==> config.mk <==
export PLATFORM = sky130hd
export DESIGN_NAME = arc4_encrypt
export DESIGN_NICKNAME = d
export VERILOG_FILES = /design/src/rtl/arc4_encrypt.sv
export SDC_FILE = /design/constraint.sdc
export NUM_CORES = 1
export LEC_CHECK = 0
export CORE_ASPECT_RATIO = 1.75
export CORE_MARGIN = 4
export CORE_UTILIZATION = 59
export CTS_BUF_LIST = sky130_fd_sc_hd__clkbuf_4 sky130_fd_sc_hd__clkbuf_8
export DETAILED_ROUTE_END_ITERATION = 8
export PLACE_DENSITY = 0.83
export RECOVER_POWER = 25
export REMOVE_ABC_BUFFERS = 1
export SYNTH_ARGS = -nofsm -noshare
export SYNTH_HDL_FRONTEND = slang
export SYNTH_SLANG_ARGS = --single-unit
==> constraint.sdc <==
create_clock -name clk -period 4 [get_ports clk]
set_input_delay 1.2 -clock clk [delete_from_list [all_inputs] [get_ports clk]]
set_output_delay 1.2 -clock clk [all_outputs]
set_load 0.1 [all_outputs]
==> src/rtl/arc4_encrypt.sv <==
// ARC4 encryptor: reads a length-prefixed plaintext and runs S-box init, KSA and PRGA on an
// external 256x8 S RAM. It then writes a length-prefixed ciphertext image.
//
// state | meaning
// IDLE  | rdy=1, waiting for en; key captured on accept
// INIT  | S[i]=i for i=0..255, one write per cycle
// KSA   | key schedule, 6-phase step: rd S[i], rd S[j], wr S[i], wr S[j]
// LEN   | read pt[0]=L, write ct[0]=L
// PRGA  | 9-phase step per byte: swap, read pad, write ct[z]
// DONE  | raise rdy one cycle after the last ct write
module arc4_encrypt #(
    parameter int KEY_BYTES = 3
) (
    input  logic                   clk,
    input  logic                   rst_n,
    input  logic                   en,
    output logic                   rdy,
    input  logic [8*KEY_BYTES-1:0] key,
    output logic [7:0]             pt_addr,
    input  logic [7:0]             pt_rddata,
    output logic [7:0]             ct_addr,
    output logic [7:0]             ct_wrdata,
    output logic                   ct_wren,
    output logic [7:0]             s_addr,
    input  logic [7:0]             s_rddata,
    output logic [7:0]             s_wrdata,
    output logic                   s_wren
);

    localparam int KW = 8 * KEY_BYTES;

    typedef enum logic [2:0] {IDLE, INIT, KSA, LEN, PRGA, DONE} state_t;

    state_t        state;
    logic [3:0]    phase;
    logic [7:0]    i;
    logic [7:0]    j;
    logic [7:0]    si;
    logic [7:0]    sj;
    logic [7:0]    z;
    logic [7:0]    remain;
    logic [7:0]    pt_byte;
    logic [KW-1:0] key_sh;

    logic [7:0]    key_byte;
    logic [7:0]    ksa_j;
    logic [7:0]    prga_j;
    logic [7:0]    pad_addr;

    // The key is rotated one byte per KSA step, so the MSB byte is always keybyte(i).
    assign key_byte = key_sh[KW-1 -: 8];
    assign ksa_j    = j + s_rddata + key_byte;
    assign prga_j   = j + s_rddata;
    assign pad_addr = si + sj;

    always_ff @(posedge clk or negedge rst_n) begin
        if (!rst_n) begin
            state     <= IDLE;
            phase     <= 4'd0;
            rdy       <= 1'b1;
            i         <= 8'd0;
            j         <= 8'd0;
            si        <= 8'd0;
            sj        <= 8'd0;
            z         <= 8'd0;
            remain    <= 8'd0;
            pt_byte   <= 8'd0;
            key_sh    <= '0;
            pt_addr   <= 8'd0;
            ct_addr   <= 8'd0;
            ct_wrdata <= 8'd0;
            ct_wren   <= 1'b0;
            s_addr    <= 8'd0;
            s_wrdata  <= 8'd0;
            s_wren    <= 1'b0;
        end else begin
            case (state)
                IDLE: begin
                    ct_wren <= 1'b0;
                    s_wren  <= 1'b0;
                    if (en) begin
                        key_sh <= key;
                        rdy    <= 1'b0;
                        i      <= 8'd0;
                        state  <= INIT;
                    end
                end

                INIT: begin
                    s_addr   <= i;
                    s_wrdata <= i;
                    s_wren   <= 1'b1;
                    i        <= i + 8'd1;
                    if (i == 8'hFF) begin
                        j     <= 8'd0;
                        phase <= 4'd0;
                        state <= KSA;
                    end
                end

                // RAM reads land two edges after the address is registered, hence the wait phases.
                KSA: begin
                    case (phase)
                        4'd0: begin
                            s_wren <= 1'b0;
                            s_addr <= i;
                            phase  <= 4'd1;
                        end
                        4'd2: begin
                            si     <= s_rddata;
                            j      <= ksa_j;
                            s_addr <= ksa_j;
                            phase  <= 4'd3;
                        end
                        4'd4: begin
                            sj       <= s_rddata;
                            s_addr   <= i;
                            s_wrdata <= s_rddata;
                            s_wren   <= 1'b1;
                            phase    <= 4'd5;
                        end
                        4'd5: begin
                            s_addr   <= j;
                            s_wrdata <= si;
                            s_wren   <= 1'b1;
                            key_sh   <= (key_sh << 8) | (key_sh >> (KW - 8));
                            i        <= i + 8'd1;
                            phase    <= 4'd0;
                            if (i == 8'hFF) state <= LEN;
                        end
                        default: phase <= phase + 4'd1;
                    endcase
                end

                LEN: begin
                    case (phase)
                        4'd0: begin
                            s_wren  <= 1'b0;
                            pt_addr <= 8'd0;
                            phase   <= 4'd1;
                        end
                        4'd2: begin
                            ct_addr   <= 8'd0;
                            ct_wrdata <= pt_rddata;
                            ct_wren   <= 1'b1;
                            remain    <= pt_rddata - 8'd1;
                            i         <= 8'd0;
                            j         <= 8'd0;
                            z         <= 8'd1;
                            phase     <= 4'd0;
                            state     <= (pt_rddata <= 8'd1) ? DONE : PRGA;
                        end
                        default: phase <= phase + 4'd1;
                    endcase
                end

                PRGA: begin
                    case (phase)
                        4'd0: begin
                            ct_wren <= 1'b0;
                            i       <= i + 8'd1;
                            s_addr  <= i + 8'd1;
                            pt_addr <= z;
                            phase   <= 4'd1;
                        end
                        4'd2: begin
                            si      <= s_rddata;
                            j       <= prga_j;
                            s_addr  <= prga_j;
                            pt_byte <= pt_rddata;
                            phase   <= 4'd3;
                        end
                        4'd4: begin
                            sj       <= s_rddata;
                            s_addr   <= i;
                            s_wrdata <= s_rddata;
                            s_wren   <= 1'b1;
                            phase    <= 4'd5;
                        end
                        4'd5: begin
                            s_addr   <= j;
                            s_wrdata <= si;
                            s_wren   <= 1'b1;
                            phase    <= 4'd6;
                        end
                        4'd6: begin
                            // Issued after both swap writes commit, so a same-address read sees new data.
                            s_wren <= 1'b0;
                            s_addr <= pad_addr;
                            phase  <= 4'd7;
                        end
                        4'd8: begin
                            ct_addr   <= z;
                            ct_wrdata <= s_rddata ^ pt_byte;
                            ct_wren   <= 1'b1;
                            z         <= z + 8'd1;
                            remain    <= remain - 8'd1;
                            phase     <= 4'd0;
                            if (remain == 8'd1) state <= DONE;
                        end
                        default: phase <= phase + 4'd1;
                    endcase
                end

                DONE: begin
                    ct_wren <= 1'b0;
                    s_wren  <= 1'b0;
                    rdy     <= 1'b1;
                    state   <= IDLE;
                end

                default: state <= IDLE;
            endcase
        end
    end

endmodule
* Word-level counts from Yosys, hierarchy flattened
Cells that the tools add are included.
Storage, ports and cells: register bits 130, latch bits 0, memory bits (writable) 0, bits in read-only memories 0, input port bits 43, output and inout bits 43, memories kept 0
Cells by class: add/subtract/negate cells 8, multipliers 0, divide/modulo/power cells 0, magnitude comparators 1, equality and inequality tests 29, shifts and indexed selects 0, multiplexer cells 54, bitwise gates (word level) 2, reductions and logical operators 30
Operator list (number):
- $mux W8 | 16
- $pmux W8 S2 | 7
- $pmux W8 S5 | 2
- $mux W24 | 2
- $pmux W24 S2 | 1
- $pmux W8 S3 | 2
- $pmux W4 S4 | 2
- $pmux W8 S4 | 1
- $add A8 B8 Y8 | 3
- $or A24 B8 Y24 | 1
- $pmux W4 S6 | 1
- $mux W3 | 7
- $ne A2 B2 Y1 const B | 9
- $add A8 B1 Y8 const B | 2
- $sub A8 B1 Y8 const B | 2
- $pmux W3 S5 | 1
- $reduce_and A3 Y1 | 5
- $eq A4 B3 Y1 const B | 3
- $reduce_and A2 Y1 | 6
- $reduce_and A5 Y1 | 2
- $reduce_bool A5 Y1 | 2
- $eq A8 B1 Y1 const B | 1
- $eq A8 B8 Y1 const B | 1
- $le A8 B1 Y1 const B | 1
- 27 further kinds | 44

* Longest topological paths before layout
Gate-level depths: netlist (run 1).
depth in word-level cells 4, gate-level depth with buffers 13, mapped depth without buffers 13

* Least setup slack after synthesis (run 1)
No wires, ideal clock.
kind input to register, start input port s_rddata[0], end register s_addr[5], setup time 120 ps, arrival time 3559 ps, required time 3880 ps, path slack 321 ps, stages 12, buffers on the path 0, cell sequence ha_1 > fa_1 > a21o_1 > a21oi_1 > xnor2_1 > ha_1 > a21oi_1 > o21ai_0 > xor2_1 > a222oi_1 > a21oi_1 > a31o_2
Between the ends: longest elaborated chain between the ends 4, elaborated cells between the ends (all ways) 5, those cells by class add/sub: 2; mux: 3
RTL lines:
- start: declaration | RTL line 25 | input logic [7:0] s_rddata,
- $add A8 B8 Y8 (*) | RTL line 52, 53
- $add A8 B8 Y8 | RTL line 52 | assign ksa_j = j + s_rddata + key_byte;
- $pmux W8 S3 | RTL line 103 | case (phase)
- $pmux W8 S3 (*) | RTL line 77 | case (state)
- end signal: assignment | RTL line 90 | s_addr <= i;
- end signal: assignment | RTL line 106 | s_addr <= i;
- end signal: assignment | RTL line 112 | s_addr <= ksa_j;
- end: declaration | RTL line 24 | output logic [7:0] s_addr,
Mark *: on every way between the ends. The rest lies on a longest branch, timed or not. A chain may end at the register's enable or synchronous reset.

* Worst setup path after layout (run 1)
Same ends and word-level chain as after synthesis.

==> flow_summary.toml, run 1 <==
[clock_tree]
cts.sinks = 130
cts_resized = 0
postCtsHoldBufs = 0
clk_latency_ps = 460
postCtsSetupRepairBufs = 0
numCtsBuffers = 17
clockBufferDepth = 2
clkSlewWorstSetupHoldPaths_ps = 80
tritoncts = "yes"
root_buffer = "clkbuf_8"
cts.htree.levels = 4

[placement]
hpwl_um = 16800
port_buffers = 85
place_congestion = 0.964
dp.cells = 1144
post-place-ws_ps = -361
dpl_cell_area_um2 = 9060

[layout]
area_growth_pct = 19.6
antenna-diode-count = 0
drive_gt1_frac = 0.130
fin_cells = 1176
finish.instance_area_um2 = 9480
final_cell_mix = "nand2_1 (133), dfrtp_1 (129), nor2_1 (95)"
final_net_count = 1070
fillerInstances = 1050
final_common_cell = "nand2_1"

[synth]
yosys_register_bits = 130
yosysUniqueCellTypes = 71
seq_area_frac_synth = 0.411
ys_async_sr_fraction = 1.00
netlist_area_um2 = 7930
syn_inst = 902
synth_edf_count = 0
avgSynthCellArea_um2 = 8.79
synthFlopType = "dfrtp_1"
ys_warn_count = 0

[global_route]
grt_pass1_wl_um = 36800
use_met1 = 0.321
use_met3 = 0.0545
top_usage_layer = "met2"
grt_max_degree = 61
grt_pass1_vias = 7416
grt_util_met2 = 0.549
gr-usage-all-layers = 0.308
grt-ovfl-total = 0
grt_antenna_before_repair = 0

[sta]
clock_skew_ps = 14.7
hold_slack_ps = 467
max_slew.worst_pin.slew_ps = 2360
setup_viol = 0
finalCritPeriodShare = 0.949
hold_violations = 0
drv_slew = 42
period_minus_slack_ps = 3800
max_clock_freq_ghz = 0.263
slew_headroom = -0.575
fin_ws_ps = 202

[setup_path]
start_kind = "input port"
r2r-end = "s_addr[5]$_DFFE_PN0P_"
crit_buf_inv = 1
crit_path_max_incr_delay_ps = 450
crit_chain = "clkdlybuf4s50_1, ha_1, fa_2, a21o_1, a21oi_2, xnor2_2, ha_1, a21oi_1, o21ai_0, xor2_1, a222oi_1, a21oi_1, a31o_2"
cp_data_arrival_time_ps = 4150
rr_worst_depth = 12
crit_family = "compound AO/OA/AOI/OAI gates"
crit_type = "input port to flop"
crit_fanout = 3
rrSetupSlack_ps = 990
cp_slowest_cell = "clkdlybuf4s50_1"
cp.required_ps = 4350
end_kind = "flop"
r2r-start = "j[0]$_DFFE_PN0P_"

[floorplan]
ios = 86
rows = 55
design.core.area_um2 = 13100
die_area_um2 = 15400
initial_core_util = 0.606
die_h_um = 161
die_w_um = 95.6

[run_status]
violations = "capacitance limit, slew limit"
status = "finished with violations"

[pwr]
ir_drop_v = 0.000335
total_power_mw = 4.21
p_leak_nw = 4.12
power_density_nw_per_um2 = 445

[drt]
dr_total_vias = 7325
drt-initial-drc-count = 544
drc = 0
via_per_inst = 6.23
drtAntennaViolNets = 0
first_pass_iters = 7
wl_per_cell_um = 19.3
detail_route.wirelength_um = 22600

[min_path]
hold_start = "ct_addr[1]$_DFFE_PN0P_"
holdPathEnd = "ct_addr[1]$_DFFE_PN0P_"
worstHoldPathType = "flop to flop"
min_path_cells = 2

[run]
max_cap_viol_count = 1
[registers in the layout, summed over array words and instances (netlist names)]
| name | cells |
|---|---|
| remain | 8 |
| sj | 8 |
| si | 8 |
| ct_wren | 1 |
| pt_byte | 8 |
| z | 8 |
| i | 8 |
| j | 8 |
| rdy | 1 |
| state | 3 |
| s_wrdata | 8 |
| key_sh | 24 |
| s_addr | 8 |
| pt_addr | 8 |
| phase | 4 |
| ct_wrdata | 8 |
| ct_addr | 8 |
| s_wren | 1 |
[layout make-up]
class | instances | area, um2 | area share
repair buffers | 125 | 1120 | 0.118
clock inverters | 12 | 131 | 0.0139
clock buffers | 20 | 275 | 0.0290
multi-input cells | 701 | 4420 | 0.466
inverters | 17 | 63.8 | 0.00673
well taps | 171 | 214 | 0.0226
flip-flops and latches | 130 | 3250 | 0.343
[per-layer routing]
layer	up-vias	wire [um]
li1	3427	-
met1	3503	8020
met2	288	11900
met3	107	1180
met4	0	1500
met5	-	0
[worst max-delay path by stage]
| stage | start | to | slack, ps | cells after the start |
|---|---|---|---|---|
| after CTS | s_rddata[0] | s_addr[5]$_DFFE_PN0P_ | 110 | 13 |
| after floorplan | state[1]$_DFFE_PN0P_ | s_wrdata[0]$_DFFE_PN0P_ | -770 | 4 |
| after global routing | s_rddata[0] | s_addr[5]$_DFFE_PN0P_ | -0.7 | 13 |
| final | s_rddata[0] | s_addr[5]$_DFFE_PN0P_ | 200 | 13 |
| after detailed placement | s_rddata[0] | s_addr[5]$_DFFE_PN0P_ | -360 | 13 |
| after global placement | s_rddata[0] | s_addr[5]$_DFFE_PN0P_ | -330 | 13 |
[power by group]
part | internal [mW] | total, mW | leakage (nW) | switching (mW)
clock | 0.603 | 1.16 | 0.197 | 0.554
sequential | 1.38 | 1.47 | 1.57 | 0.0838
combinational | 0.784 | 1.59 | 2.36 | 0.807
total | 2.77 | 4.21 | 4.12 | 1.44
[cells by family (layout without fill, tap and decap cells)]
group,after synthesis,count (layout),synth area share
xor+xnor,36,36,0.0398
buf+inv,71,174,0.0376
simple gates,325,325,0.188
flops,130,130,0.411
compound gates,275,275,0.224
fa+ha+maj,35,35,0.0581
mux,30,30,0.0418
[stage by stage]
stage,utilization,setup TNS [ps]
floorplan,-,-12400
global placement,0.693,-1500
detailed placement,0.693,-1870
CTS,0.724,0
global route,0.725,-0.658
finish,0.725,0
[cell usage after synthesis, types with 3 or more instances]
master / number / area share
nor2b_1: 7 / 0.0055
mux2i_1: 5 / 0.0063
or3_1: 3 / 0.0024
xor2_1: 19 / 0.021
nor4_1: 3 / 0.0024
nand4_1: 6 / 0.0047
a31oi_1: 30 / 0.024
o211ai_1: 9 / 0.0085
a221o_1: 4 / 0.0051
o21ai_0: 70 / 0.044
nor2_1: 96 / 0.045
and2_1: 5 / 0.0039
a22oi_1: 19 / 0.018
mux2_2: 25 / 0.036
a221oi_1: 4 / 0.0044
a222oi_1: 5 / 0.0063
nor3_1: 9 / 0.0057
clkbuf_1: 31 / 0.015
xnor2_1: 17 / 0.019
a21o_1: 8 / 0.0076
o221ai_1: 4 / 0.0044
o21ai_1: 4 / 0.0025
and3b_1: 3 / 0.0033
a21oi_1: 65 / 0.041
dfrtp_1: 129 / 0.41
o311ai_0: 3 / 0.0033
o31ai_1: 7 / 0.0066
nand2_1: 133 / 0.063
and3_1: 4 / 0.0032
fa_1: 3 / 0.0076
ha_1: 32 / 0.051
nor3b_1: 5 / 0.0047
nand3_1: 20 / 0.013
o22ai_1: 3 / 0.0024
buf_2: 19 / 0.012
or2_2: 4 / 0.0032
o21a_1: 5 / 0.0047
a211oi_1: 5 / 0.0047
inv_1: 16 / 0.0076
a22o_1: 12 / 0.013
nand2b_1: 10 / 0.0079
buf_1: 3 / 0.0014
[worst min-delay path, cell delays in order, from the launching register on]
cell     delay [ps]
dfrtp_1         350
nand2_1          50
nand2_1          40
(Power assumes the default switching activity.)
==> run 2: changes to the inputs <==
CTS_CLUSTER_SIZE = 28   (was not set)
==> results of run 2 <==
The final DEF is identical to that of run 1; final timing and power are the same.
